## config.mk

```make
export PLATFORM = sky130hd
export DESIGN_NAME = i2c_bus_arbiter
export DESIGN_NICKNAME = d
export VERILOG_FILES = /design/src/rtl/i2c_bus_arbiter.sv
export SDC_FILE = /design/constraint.sdc
export NUM_CORES = 1
export LEC_CHECK = 0
export CAP_MARGIN = 10
export CORE_AREA = 2 2 51 77
export DETAILED_ROUTE_END_ITERATION = 8
export DIE_AREA = 0 0 53 79
export PLACE_DENSITY_LB_ADDON = 0.2
export SLEW_MARGIN = 20
export SYNTH_ARGS = -nofsm -noshare
export SYNTH_HDL_FRONTEND = slang
export SYNTH_SLANG_ARGS = --single-unit
export TNS_END_PERCENT = 1
```

## constraint.sdc

```tcl
create_clock -name clock -period 3.3 [get_ports clock]
set_clock_uncertainty 0.05 [all_clocks]
set_input_delay 0.66 -clock clock [delete_from_list [all_inputs] [get_ports clock]]
set_output_delay 0.66 -clock clock [all_outputs]
set_load 0.03 [all_outputs]
```

## src/rtl/i2c_bus_arbiter.sv

```systemverilog
// Round-robin owner of one open-drain I2C pad pair shared by several I2C masters.
// A grant is only issued after the pads have been continuously released for tBUF.
module i2c_bus_arbiter #(
   parameter int unsigned CLOCK_FREQUENCY  = 0,
   parameter int          PORT_COUNT       = 2,
   parameter int unsigned BUS_FREE_TIME_NS = 5000
) (
   input  logic                  clock,
   input  logic                  reset,
   input  logic [PORT_COUNT-1:0] request,
   output logic [PORT_COUNT-1:0] grant,
   input  logic [PORT_COUNT-1:0] port_scl_output,
   input  logic [PORT_COUNT-1:0] port_sda_output,
   input  logic                  scl_input,
   input  logic                  sda_input,
   output logic                  scl_output,
   output logic                  sda_output,
   output logic                  busy,
   output logic [2:0]            owner
);

   // kHz first, then ceil(kHz * ns / 1e6); never below one cycle.
   localparam longint unsigned FREE_PRODUCT    = 64'(CLOCK_FREQUENCY / 1000) * 64'(BUS_FREE_TIME_NS);
   localparam longint unsigned FREE_CEIL       = (FREE_PRODUCT + 64'd999_999) / 64'd1_000_000;
   localparam longint unsigned BUS_FREE_CYCLES = (FREE_CEIL < 64'd1) ? 64'd1 : FREE_CEIL;
   localparam logic [31:0]     FREE_RELOAD     = 32'(BUS_FREE_CYCLES - 64'd1);

   typedef enum logic [1:0] {
      FREE_WAIT = 2'd0,
      IDLE      = 2'd1,
      GRANTED   = 2'd2
   } state_t;

   state_t                state_q, state_d;
   logic [31:0]           free_count_q, free_count_d;
   logic [PORT_COUNT-1:0] grant_q, grant_d;
   logic [2:0]            owner_q, owner_d;

   logic                  winner_found;
   logic [2:0]            winner_idx;
   logic                  owner_request;
   logic                  owner_scl;
   logic                  owner_sda;

   // Search order starts just after the last owner and wraps around.
   always_comb begin
      winner_found = 1'b0;
      winner_idx   = owner_q;
      for (int j = 1; j <= PORT_COUNT; j++) begin
         for (int k = 0; k < PORT_COUNT; k++) begin
            if (!winner_found && request[k] && (k == (int'(owner_q) + j) % PORT_COUNT)) begin
               winner_found = 1'b1;
               winner_idx   = 3'(k);
            end
         end
      end
   end

   always_comb begin
      owner_request = 1'b0;
      owner_scl     = 1'b1;
      owner_sda     = 1'b1;
      for (int k = 0; k < PORT_COUNT; k++) begin
         if (owner_q == 3'(k)) begin
            owner_request = request[k];
            owner_scl     = port_scl_output[k];
            owner_sda     = port_sda_output[k];
         end
      end
   end

   always_comb begin
      state_d      = state_q;
      free_count_d = free_count_q;
      grant_d      = grant_q;
      owner_d      = owner_q;
      unique case (state_q)
         FREE_WAIT: begin
            // Any low pad, ours or an external master's, restarts the quiet interval.
            if (!scl_input || !sda_input) begin
               free_count_d = FREE_RELOAD;
            end else if (free_count_q == 32'd0) begin
               state_d = IDLE;
            end else begin
               free_count_d = free_count_q - 32'd1;
            end
         end
         IDLE: begin
            if (winner_found) begin
               for (int k = 0; k < PORT_COUNT; k++) begin
                  grant_d[k] = (winner_idx == 3'(k));
               end
               owner_d = winner_idx;
               state_d = GRANTED;
            end
         end
         GRANTED: begin
            if (!owner_request) begin
               grant_d      = '0;
               free_count_d = FREE_RELOAD;
               state_d      = FREE_WAIT;
            end
         end
         default: begin
            grant_d      = '0;
            free_count_d = FREE_RELOAD;
            state_d      = FREE_WAIT;
         end
      endcase
   end

   always_ff @(posedge clock) begin
      if (reset) begin
         state_q      <= FREE_WAIT;
         free_count_q <= FREE_RELOAD;
         grant_q      <= '0;
         owner_q      <= 3'(PORT_COUNT - 1);
      end else begin
         state_q      <= state_d;
         free_count_q <= free_count_d;
         grant_q      <= grant_d;
         owner_q      <= owner_d;
      end
   end

   assign grant      = grant_q;
   assign owner      = owner_q;
   assign busy       = (grant_q != '0);
   assign scl_output = busy ? owner_scl : 1'b1;
   assign sda_output = busy ? owner_sda : 1'b1;

endmodule

```

==> flow_metrics.tcl, run 1 <==
set metrics [dict create \
    outcome "finished clean" \
    synth_cells 241 \
    crit_type "input pin to output pin" \
    min_path_type "flip-flop to flip-flop" \
    synth_edf_count 0 \
    ys_seq_elements 39 \
    yosys-mux-area-fraction 0.02010 \
    path_max_fanout 1 \
    cts_buffers 5 \
    avgSynthCellArea_um2 8.525 \
    gp_congestion 0.8721 \
    met1_length_um 1923 \
    grt_max_degree 18 \
    wl_per_cell_um 15.85 \
    syn_area_um2 2054 \
    arrival_ps 1920 \
    track_usage 0.2557 \
    relSlewSlack 0.5825 \
    core_area_um2 3547 \
    synth_compound_area_frac 0.1772 \
    grt_pass1_vias 1701 \
    hold_start "free_count_q[1]" \
    finalHoldViolations 0 \
    synth_top_family_by_area "simple AND/OR/NAND/NOR gates" \
    die_x_um 53 \
    cts_setup_buffers 0 \
    max_clock_freq_mhz 379.9 \
    clkLatencyLatePin_ps 300 \
    end_kind "output pin" \
    dr_wl_met3_um 180 \
    initial_core_util 0.5792 \
    detailedRoute.firstPassIterationCount 4 \
    top_layer "met4" \
    hpwl_um 3501 \
    cts_root_buf "clkbuf_8" \
    die_area_um2 4187 \
    viasPerCell 6.082 \
    ys.flop_type "dfxtp_1" \
    r2r-start "free_count_q[8]" \
    fin_crit_sh 0.7976 \
    htreeDepth 2 \
    fin_nets 272 \
    setup_slack_ps 667.9 \
    ys_warn_count 0 \
    setup_violations 0 \
    syn_to_final_growth_pct 16.57 \
    synth_simple_gate_area_share 0.3276 \
    pin_count 18 \
    synth_xor_area_frac 0.05542 \
    cts_tree "built" \
    routed_wl_um 4833 \
    synth_fa_ha_area_frac 0.006090 \
    holdBufCountCts 0 \
    chipHeight_um 79 \
    layout-drive-gt1-share 0.1336 \
    grt_setup_unrepaired "false" \
    r2r_slack_ps 750 \
    post-route-min-period_ps 2632 \
    grt_pass1_wl_um 7852 \
    min_path_cells 2 \
    reg2reg_to "free_count_q[17]" \
    final.fill_count 310 \
    cts.sinks 39 \
    diodes 0 \
    tightest_slew_ps 617.5 \
    holdPathEnd "free_count_q[1]" \
    rr_worst_depth 6 \
    ys_seq_area_frac 0.3800 \
    drc_errors 0 \
    route.vias.total 1855 \
    path_clk_slew_ps 70 \
    yosysUniqueCellTypes 55 \
    async_flop_share 0 \
    cts_resized 0 \
    cp.required_ps 2590 \
    place_ws_ps 478.0 \
    overflow 0 \
    antenna_found_initial 0 \
    start_kind "input pin" \
    fin_setup_tns_ps 0 \
    ant_nets 0 \
    maxCapViolCount 0 \
    dr_wl_met2_um 2659 \
    io_buffer_count 17 \
    dr.first_iter.drc_count 45 \
    row_count 27 \
    clock_path_buffers 2 \
    synthesis.nets 252 \
    slew_violations 0 \
]
-- worst max-delay path, stage by stage --
cell	delay, ps
clkdlybuf4s50_1	460
mux2i_1	60
nand2_1	70
clkdlybuf4s50_1	670
-- sequential cells by signal (all words and copies together) (netlist names) --
signal	cells
grant	2
free_count_q	32
state_q	2
owner	3
-- kinds of logic after synthesis --
| group | Yosys count |
|---|---|
| AOI/OAI and AO/OA | 56 |
| DFF | 39 |
| xor gates and xnor gates | 13 |
| adders and majority gates | 1 |
| and+or+nand+nor | 112 |
| buffers and inverters | 16 |
| muxes | 4 |
-- metal layers --
metal	GRT usage	vias to the layer above
met5	0	-
met4	0.1026	0
met3	0.05263	5
met2	0.4788	40
met1	0.2632	886
li1	-	924
-- synthesized netlist by cell type (all sizes together) (5+ instances only) --
cell / n / share of area
a21oi: 23 / 0.058
buf: 5 / 0.013
clkbuf: 5 / 0.0091
dfxtp: 39 / 0.38
inv: 6 / 0.011
nand2: 19 / 0.037
nand4: 5 / 0.018
nor2: 30 / 0.055
nor3: 9 / 0.032
nor4: 9 / 0.038
o211ai: 5 / 0.018
o21ai: 9 / 0.027
or4: 11 / 0.044
xnor2: 11 / 0.047
-- cell type report --
class / count / area [um^2] / area share
multi-input cells: 186 / 1205 / 0.5031
flip-flops and latches: 39 / 780.7 / 0.3260
repair buffers: 23 / 215.2 / 0.08986
clock buffers: 6 / 82.58 / 0.03448
well taps: 43 / 53.80 / 0.02247
clock inverters: 2 / 35.03 / 0.01463
inverters: 6 / 22.52 / 0.009404
-- cells in the final DEF (no fill, tap or decap), types with 4 or more instances in the layout --
cell type / netlist / final
o211ai_1: 5 / 5
clkbuf_8: 0 / 6
dfxtp_1: 39 / 39
xnor2_1: 11 / 11
nand2b_1: 4 / 4
clkdlybuf4s50_1: 0 / 17
a21oi_1: 22 / 22
nor3_1: 6 / 6
or4_1: 9 / 9
nor4_1: 7 / 7
or3_1: 4 / 4
inv_1: 6 / 6
buf_4: 1 / 6
nand4_1: 4 / 4
o21ai_0: 5 / 5
nand2_1: 17 / 17
nand3_1: 4 / 4
nor2_1: 30 / 30
-- worst max path at each step --
stage,start,cells after the start,slack (ps),endpoint
finish,port_sda_output[1],4,670,sda_output
global route,free_count_q[8],6,560,free_count_q[17]
CTS,port_sda_output[0],4,650,sda_output
detailed placement,request[1],7,480,free_count_q[31]
global placement,request[1],7,540,free_count_q[31]
floorplan,owner[0],7,840,free_count_q[31]
-- per-stage QoR --
step                        util  std cells  area [um^2]  hold slack (ps)
after floorplan                -        241         2054            392.1
final                     0.6751        305         2395            420.8
after CTS                 0.6751        305         2395            424.3
after detailed placement  0.6420        297         2277            414.6
after global placement    0.6420        297         2277            407.1
after global routing      0.6751        305         2395            459.9
Power of run 1 is not shown: default switching activity piles up to over one toggle a cycle in this logic, so the estimate is an artifact.
==> run 2: changes to the inputs <==
--- a/config.mk
+++ b/config.mk
@@ -6,9 +6,9 @@
 export NUM_CORES = 1
 export LEC_CHECK = 0
 export CAP_MARGIN = 10
-export CORE_AREA = 2 2 51 77
+export CORE_AREA = 2 2 55 83
 export DETAILED_ROUTE_END_ITERATION = 8
-export DIE_AREA = 0 0 53 79
+export DIE_AREA = 0 0 57 85
 export PLACE_DENSITY_LB_ADDON = 0.2
 export SLEW_MARGIN = 20
 export SYNTH_ARGS = -nofsm -noshare
==> constraint.sdc (replaced) <==
create_clock -name clock -period 2.2 [get_ports clock]
set_clock_uncertainty 0.05 [all_clocks]
set_input_delay 0.44 -clock clock [delete_from_list [all_inputs] [get_ports clock]]
set_output_delay 0.44 -clock clock [all_outputs]
set_load 0.03 [all_outputs]
==> run 2 against run 1 <==
Largest cell class unchanged. Via count is 12% higher. Worst hold slack better by 9.4 ps. Worst setup slack worse by 630 ps. Count of clock-buffer cells in the layout is 2 higher.
==> flow_metrics.tcl, run 2 (synthesized netlist as in run 1, its figures left out) <==
set metrics [dict create \
    grt_pass1_wl_um 9570 \
    antenna_found_initial 0 \
    chipHeight_um 85 \
    track_usage 0.2518 \
    syn_to_final_growth_pct 39.40 \
    final_common_cell "buf_4" \
    path_clk_slew_ps 80 \
    crit_type "flip-flop to flip-flop" \
    hpwl_um 4278 \
    arrival_ps 2350 \
    die_area_um2 4845 \
    relSlewSlack 0.7006 \
    cts_tree "built" \
    cp.required_ps 2390 \
    clkLatencyLatePin_ps 300 \
    route.vias.total 2081 \
    core_area_um2 4136 \
    io_buffer_count 17 \
    pin_count 18 \
    grt_pass1_vias 2145 \
    htreeDepth 2 \
    finalHoldViolations 0 \
    setup_violations 0 \
    fin_nets 324 \
    maxCapViolCount 0 \
    layout_common_cells "57 x buf_4, 37 x dfxtp_1, 29 x nor2_1" \
    slew_violations 0 \
    wl_per_cell_um 15.55 \
    die_x_um 57 \
    path_max_fanout 4 \
    layout-drive-gt1-share 0.3153 \
    row_count 29 \
    grt_setup_unrepaired "true" \
    cts_root_buf "clkbuf_8" \
    initial_core_util 0.4967 \
    largest_register_ffs 32 \
    post-route-min-period_ps 2161 \
    drc_errors 0 \
    routed_wl_um 5599 \
    overflow 0 \
    tightest_slew_ps 445.0 \
    detailedRoute.firstPassIterationCount 4 \
    end_kind "flip-flop" \
    min_path_type "flip-flop to flip-flop" \
    grt_max_degree 14 \
    diodes 0 \
    fin_crit_sh 0.9821 \
    ant_nets 0 \
    top_register "free_count_q" \
    gp_congestion 0.8838 \
    start_kind "flip-flop" \
    viasPerCell 5.781 \
    timing.hold.ws_ps 430.2 \
    dr.first_iter.drc_count 88 \
    cts.sinks 39 \
    cts_buffers 5 \
    outcome "finished clean" \
    clock_path_buffers 2 \
    max_clock_freq_mhz 462.8 \
]
-- run 2: final cells by class --
class	count	area (um^2)
flip-flops and latches	39	783.3
inverters	6	22.52
multi-input cells	186	1285
well taps	46	57.56
clock buffers	8	100.1
fillers	349	1272
repair buffers	75	615.6
-- run 2: worst max-delay path, cell delays in order, from the launching register on --
cell and delay [ps]:
dfxtp_2 320, or4_4 570, or3_4 370, buf_4 160, or4_4 510, a21oi_2 120
-- run 2: layer usage --
layer  up-vias  GRT usage  share of wire
li1       1030          -              -
met1      1001     0.2662           0.39
met2        36     0.4598           0.55
met3        14    0.04268          0.028
met4         0     0.1374          0.030
met5         -          0              0
-- run 2: worst paths after layout --
path | start | end | slack [ps] | cells after the start
hold reg to reg | free_count_q[1] | free_count_q[1] | 430 | 2
hold / removal | free_count_q[1] | free_count_q[1] | 430 | 2
setup / recovery | free_count_q[5] | free_count_q[12] | 40 | 5
setup reg to reg | free_count_q[5] | free_count_q[12] | 40 | 5
-- run 2: what timing repair did --
action	4_1_cts	5_1_grt
buffers inserted	0	2
gates resized for setup	4	14
endpoints found under the setup margin	8	29
hold buffers	0	0
pin swaps	0	8
-- run 2: through the flow --
stage / cell area (um^2) / util / instances / setup TNS (ps) / setup slack (ps)
6_report: 2864 / 0.6924 / 360 / 0 / 39.35
5_1_grt: 2864 / 0.6924 / 360 / -213.9 / -55.56
4_1_cts: 2774 / 0.6706 / 358 / -84.29 / -31.29
3_5_place_dp: 2671 / 0.6458 / 350 / -2960 / -230.7
3_3_place_gp: 2671 / 0.6458 / 350 / -2573 / -191.5
2_1_floorplan: 2069 / - / 241 / -425.6 / -40.32
Power of run 2 is left out for the same reason.
